--- src/rtl/irq_pkg.sv ---
// Shared definitions for the mips789 interrupt request controller.
// Holds the controller state encoding and the default source count.
package irq_pkg;

  localparam int IRQ_N_SRC_DEF = 8;

  typedef enum logic [1:0] {
    IRQ_IDLE = 2'd0,
    IRQ_REQ  = 2'd1,
    IRQ_SERV = 2'd2
  } irq_state_e;

endpackage

--- src/rtl/irq_prio_enc.sv ---
// Lowest-index-wins priority encoder used to pick the next interrupt candidate.
// Purely combinational; idx is 0 when no request is present.
module irq_prio_enc #(
  parameter int N_SRC = 8,
  parameter int ID_W  = 3
) (
  input  logic [N_SRC-1:0] req,
  output logic [ID_W-1:0]  idx,
  output logic             any
);

  // Scan from the top down so the lowest set index is the last one written.
  always_comb begin
    idx = '0;
    any = 1'b0;
    for (int i = N_SRC - 1; i >= 0; i--) begin
      if (req[i]) begin
        idx = ID_W'(i);
        any = 1'b1;
      end
    end
  end

endmodule

--- src/rtl/irq_ctl.sv ---
// Interrupt request controller: edge-detects peripheral lines, masks them and
// drives the irq/iack handshake toward the pipeline control FSM.
module irq_ctl
  import irq_pkg::*;
#(
  parameter int N_SRC = IRQ_N_SRC_DEF,
  parameter int ID_W  = 3
) (
  input  logic             clk,
  input  logic             rst,
  input  logic [N_SRC-1:0] src,
  input  logic             mask_we,
  input  logic [N_SRC-1:0] mask_wdata,
  input  logic             iack,
  output logic             irq,
  output logic [ID_W-1:0]  vec_id,
  output logic             in_service,
  output logic [N_SRC-1:0] pending,
  output logic [N_SRC-1:0] mask
);

  irq_state_e       state;
  irq_state_e       state_n;
  logic [N_SRC-1:0] src_q;
  logic [N_SRC-1:0] rise;
  logic [N_SRC-1:0] eligible;
  logic [N_SRC-1:0] ack_clr;
  logic [N_SRC-1:0] pending_r;
  logic [N_SRC-1:0] mask_r;
  logic [ID_W-1:0]  cand;
  logic [ID_W-1:0]  enc_idx;
  logic [ID_W-1:0]  vec_id_r;
  logic             enc_any;
  logic             cand_ld;
  logic             take_ack;
  logic             irq_r;
  logic             in_service_r;

  assign rise     = src & ~src_q;
  assign eligible = pending_r & mask_r;

  irq_prio_enc #(
    .N_SRC(N_SRC),
    .ID_W (ID_W)
  ) u_prio_enc (
    .req(eligible),
    .idx(enc_idx),
    .any(enc_any)
  );

  // An iack seen while idle is out of protocol, so it blocks a new request.
  always_comb begin
    state_n  = state;
    cand_ld  = 1'b0;
    take_ack = 1'b0;
    case (state)
      IRQ_IDLE: begin
        if (enc_any && !iack) begin
          state_n = IRQ_REQ;
          cand_ld = 1'b1;
        end
      end
      IRQ_REQ: begin
        if (iack) begin
          state_n  = IRQ_SERV;
          take_ack = 1'b1;
        end
      end
      IRQ_SERV: begin
        if (!iack) begin
          state_n = IRQ_IDLE;
        end
      end
      default: state_n = IRQ_IDLE;
    endcase
  end

  assign ack_clr = take_ack ? (N_SRC'(1) << cand) : '0;

  always_ff @(posedge clk) begin
    if (!rst) begin
      state <= IRQ_IDLE;
    end else begin
      state <= state_n;
    end
  end

  // OR-ing rise after the clear lets a new edge on the serviced source survive.
  always_ff @(posedge clk) begin
    if (!rst) begin
      src_q        <= '0;
      pending_r    <= '0;
      mask_r       <= '0;
      cand         <= '0;
      vec_id_r     <= '0;
      irq_r        <= 1'b0;
      in_service_r <= 1'b0;
    end else begin
      src_q     <= src;
      pending_r <= (pending_r & ~ack_clr) | rise;
      if (mask_we) begin
        mask_r <= mask_wdata;
      end
      if (cand_ld) begin
        cand <= enc_idx;
      end
      if (take_ack) begin
        vec_id_r <= cand;
      end
      irq_r        <= (state_n == IRQ_REQ);
      in_service_r <= (state_n == IRQ_SERV);
    end
  end

  assign irq        = irq_r;
  assign vec_id     = vec_id_r;
  assign in_service = in_service_r;
  assign pending    = pending_r;
  assign mask       = mask_r;

endmodule

--- config.mk ---
export PLATFORM = sky130hd
export DESIGN_NAME = irq_ctl
export DESIGN_NICKNAME = d
export VERILOG_FILES = /design/src/rtl/irq_pkg.sv /design/src/rtl/irq_prio_enc.sv /design/src/rtl/irq_ctl.sv
export SDC_FILE = /design/constraint.sdc
export NUM_CORES = 1
export LEC_CHECK = 0
export BUFFER_PORTS_ARGS = -buffer_cell sky130_fd_sc_hd__buf_2
export CORE_MARGIN = 10
export CORE_UTILIZATION = 45
export CTS_BUF_LIST = sky130_fd_sc_hd__clkbuf_16
export DETAILED_ROUTE_END_ITERATION = 10
export PLACE_DENSITY = 0.71
export SLEW_MARGIN = 30
export SYNTH_ARGS = -nofsm -noshare
export SYNTH_HDL_FRONTEND = slang
export SYNTH_SLANG_ARGS = --single-unit
--- constraint.sdc ---
create_clock -name clk -period 1.51 [get_ports clk]
set_clock_uncertainty 0.05 [all_clocks]
set_input_delay 0.151 -clock clk [delete_from_list [all_inputs] [get_ports clk]]
set_output_delay 0.151 -clock clk [all_outputs]
set_load 0.1 [all_outputs]
==> impl_metrics.yaml <==
outcome:
  status: "finished clean"
flow_run:
  drv_cap: 0
clock_tree:
  clk_latency_ns: 0.28
  cts_inserted_buffers: 5
  cts-htree-levels: 2
  post-cts-setup-buffer-count: 0
  cts_hold_buf: 0
  cts_root_buf: "clkbuf_16"
  cts_tree: "yes"
  cts_resized: 0
  clock-sinks: 34
  cts_max_path_buffers: 2
  cts.clk_slew.worst_paths_ns: 0.05
detailed_routing:
  first_iter_violations: 49
  vias_per_cell: 5.36
  vias: 1115
  drc: 0
  ant_nets: 0
  firstDrtPassIters: 4
  post_drt_wl_per_cell_um: 15.9
  finalWirelength_um: 3310
place:
  finalWeightedCongestion: 0.820
  pre_cts_slack_ns: 0.226
  post-dp-hpwl_um: 2560
  port_buffers: 40
  dp_cells: 200
power:
  p_switching_mw: 0.734
  peakVddDrop_uv: 1030
  pwr-share-comb_pct: 18.1
  p_clk_share_pct: 39.8
  p_sw_share_pct: 30.8
  p_leak_nw: 0.812
  power.density_nw_per_um2: 1410
  p_int_mw: 1.65
  seq_power_share_pct: 42.1
floorplan:
  row_count: 19
  core_um2: 2760
  pin_count: 41
  dieArea_um2: 5420
  die_w_um: 73.6
  initial_core_util_pct: 46.9
  die_h_um: 73.6
layout:
  area_growth_pct: 30.5
  fill_cells: 254
  finalNetCount: 196
  diodes: 0
  drive_gt1_share_pct: 37.9
  instances_no_fill: 208
timing:
  setup-tns-final_ns: 0
  setup_violations: 0
  slew-limit-headroom_pct: 67.2
  fin_crit_ns: 1.30
  setup_slack_ns: 0.214
  fmax_mhz: 772
  finalCritPeriodShare_pct: 85.8
  worstMarginPinSlew_ns: 0.496
  rsz0062_at_grt: "no"
  slew_violations: 0
  timing.hold.ws_ns: 0.0352
  hold_viol: 0
setup_path:
  critPathMaxFanout: 4
  criticalPathCategory: "reg2out"
  path_delay_family: "buffers and inverters"
  slowest_delay_ns: 0.44
  crit_chain: "buf_2"
  crit_slowest_cell: "buf_2"
  worst_setup_path_start_kind: "register"
  end_kind: "output port"
  crit_arrival_ns: 1.09
  critPathBufInv: 1
  required_ns: 1.31
synth:
  syn_area_per_cell_um2: 9.87
  syn-num-nets: 151
  ys_warn_count: 0
  syn_inst: 131
  synth_area_um2: 1290
  ys_seq_area_share_pct: 52.7
  synth_cell_types: 29
  ys_ff_latch: 34
global_route:
  grt.total_usage_pct: 13.3
  grt_pass1_vias: 1224
  gr-total-overflow: 0
  antenna_found_initial: 0
  grt_first_pass_wirelength_um: 5550
  grt_max_degree: 13
hold_path:
  hold_class: "in2reg"
per-layer routing:
layer	global-route usage (%)	wire length (µm)	up-vias
li1	-	-	555
met1	13.8	1320	506
met2	21.0	1580	43
met3	7.13	315	11
met4	7.45	92	0
met5	0	0	-
synth_stat cells:
master	n	share of area (%)
nor4_1	2	0.97
nor2_1	11	3.2
and2_1	8	3.9
buf_2	1	0.39
nand4b_1	1	0.68
xor2_1	1	0.68
buf_1	1	0.29
a211oi_1	1	0.58
clkbuf_1	2	0.58
nand2b_1	11	5.3
o31ai_4	1	1.6
nor3_2	1	0.77
and3_1	2	0.97
dfxtp_1	34	53
nor3_1	1	0.39
a41o_1	1	0.77
mux2i_1	10	7.7
nand3b_4	1	1.5
o21ai_0	1	0.39
a21oi_1	13	5.0
o31ai_1	1	0.58
a22oi_1	4	2.3
inv_1	1	0.29
o21ai_1	6	2.3
a21boi_1	1	0.58
a32oi_1	2	1.4
nand4_1	1	0.48
nand2_1	10	2.9
or2_4	1	0.68
cells by family after synthesis:
kind of cell              share of synthesized area, %
AOI/OAI and AO/OA                                 15.6
xor gates and xnor gates                         0.678
buffers and inverters                             1.55
DFF                                               52.7
muxes                                             7.74
and+or+nand+nor                                   21.8
area by class of cell:
cell class,instances,area (µm²),share of cell area (%)
clock buffers,5,125,7.42
clock inverters,3,11.3,0.668
inverters,1,3.75,0.223
multi-input cells,92,592,35.1
flip-flops and latches,34,701,41.5
well taps,31,38.8,2.30
repair buffers,42,215,12.8
state kept, by name, summed over array words and instances, names as in the netlist:
register / cells
pending: 8
irq: 1
vec_id: 3
src_q: 8
state: 2
cand: 3
mask: 8
in_service: 1
per-stage QoR:
stage | area (µm²) | util [%] | power (mW)
2_1_floorplan | 1310 | - | 1.36
3_3_place_gp | 1550 | 56.2 | 1.44
3_5_place_dp | 1550 | 56.2 | 1.46
4_1_cts | 1690 | 61.2 | 2.40
5_1_grt | 1690 | 61.2 | 2.48
6_report | 1690 | 61.2 | 2.38
final timing paths:
path / start / end / slack [ns] / depth (start not counted)
setup / recovery: pending[0] / pending[0] / 0.21 / 1
hold / removal: src[4] / src_q[4] / 0.04 / 2
setup reg to reg: pending[2] / cand[0] / 0.22 / 3
hold reg to reg: vec_id[2] / vec_id[2] / 0.41 / 2
layout by cell type (no fill, tap or decap), drive strengths merged, types with 2 or more instances in the layout:
cell type | netlist | final
nor2 | 11 | 11
nand2 | 10 | 10
mux2i | 10 | 10
a32oi | 2 | 2
nor3 | 2 | 2
nor4 | 2 | 2
o21ai | 7 | 7
nand2b | 11 | 11
dfxtp | 34 | 34
and3 | 2 | 2
buf | 2 | 42
a21oi | 13 | 13
clkbuf | 2 | 5
clkinv | 0 | 3
o31ai | 2 | 2
a22oi | 4 | 4
and2 | 8 | 8
power by group through the flow:
stage / combinational [mW] / clock [mW] / sequential [mW]
final: 0.431 / 0.949 / 1.00
after global routing: 0.460 / 1.00 / 1.01
after CTS: 0.435 / 0.963 / 1.00
after detailed placement: 0.433 / 0 / 1.02
after global placement: 0.426 / 0 / 1.02
after floorplan: 0.111 / 0 / 1.24
(Power assumes the default switching activity.)
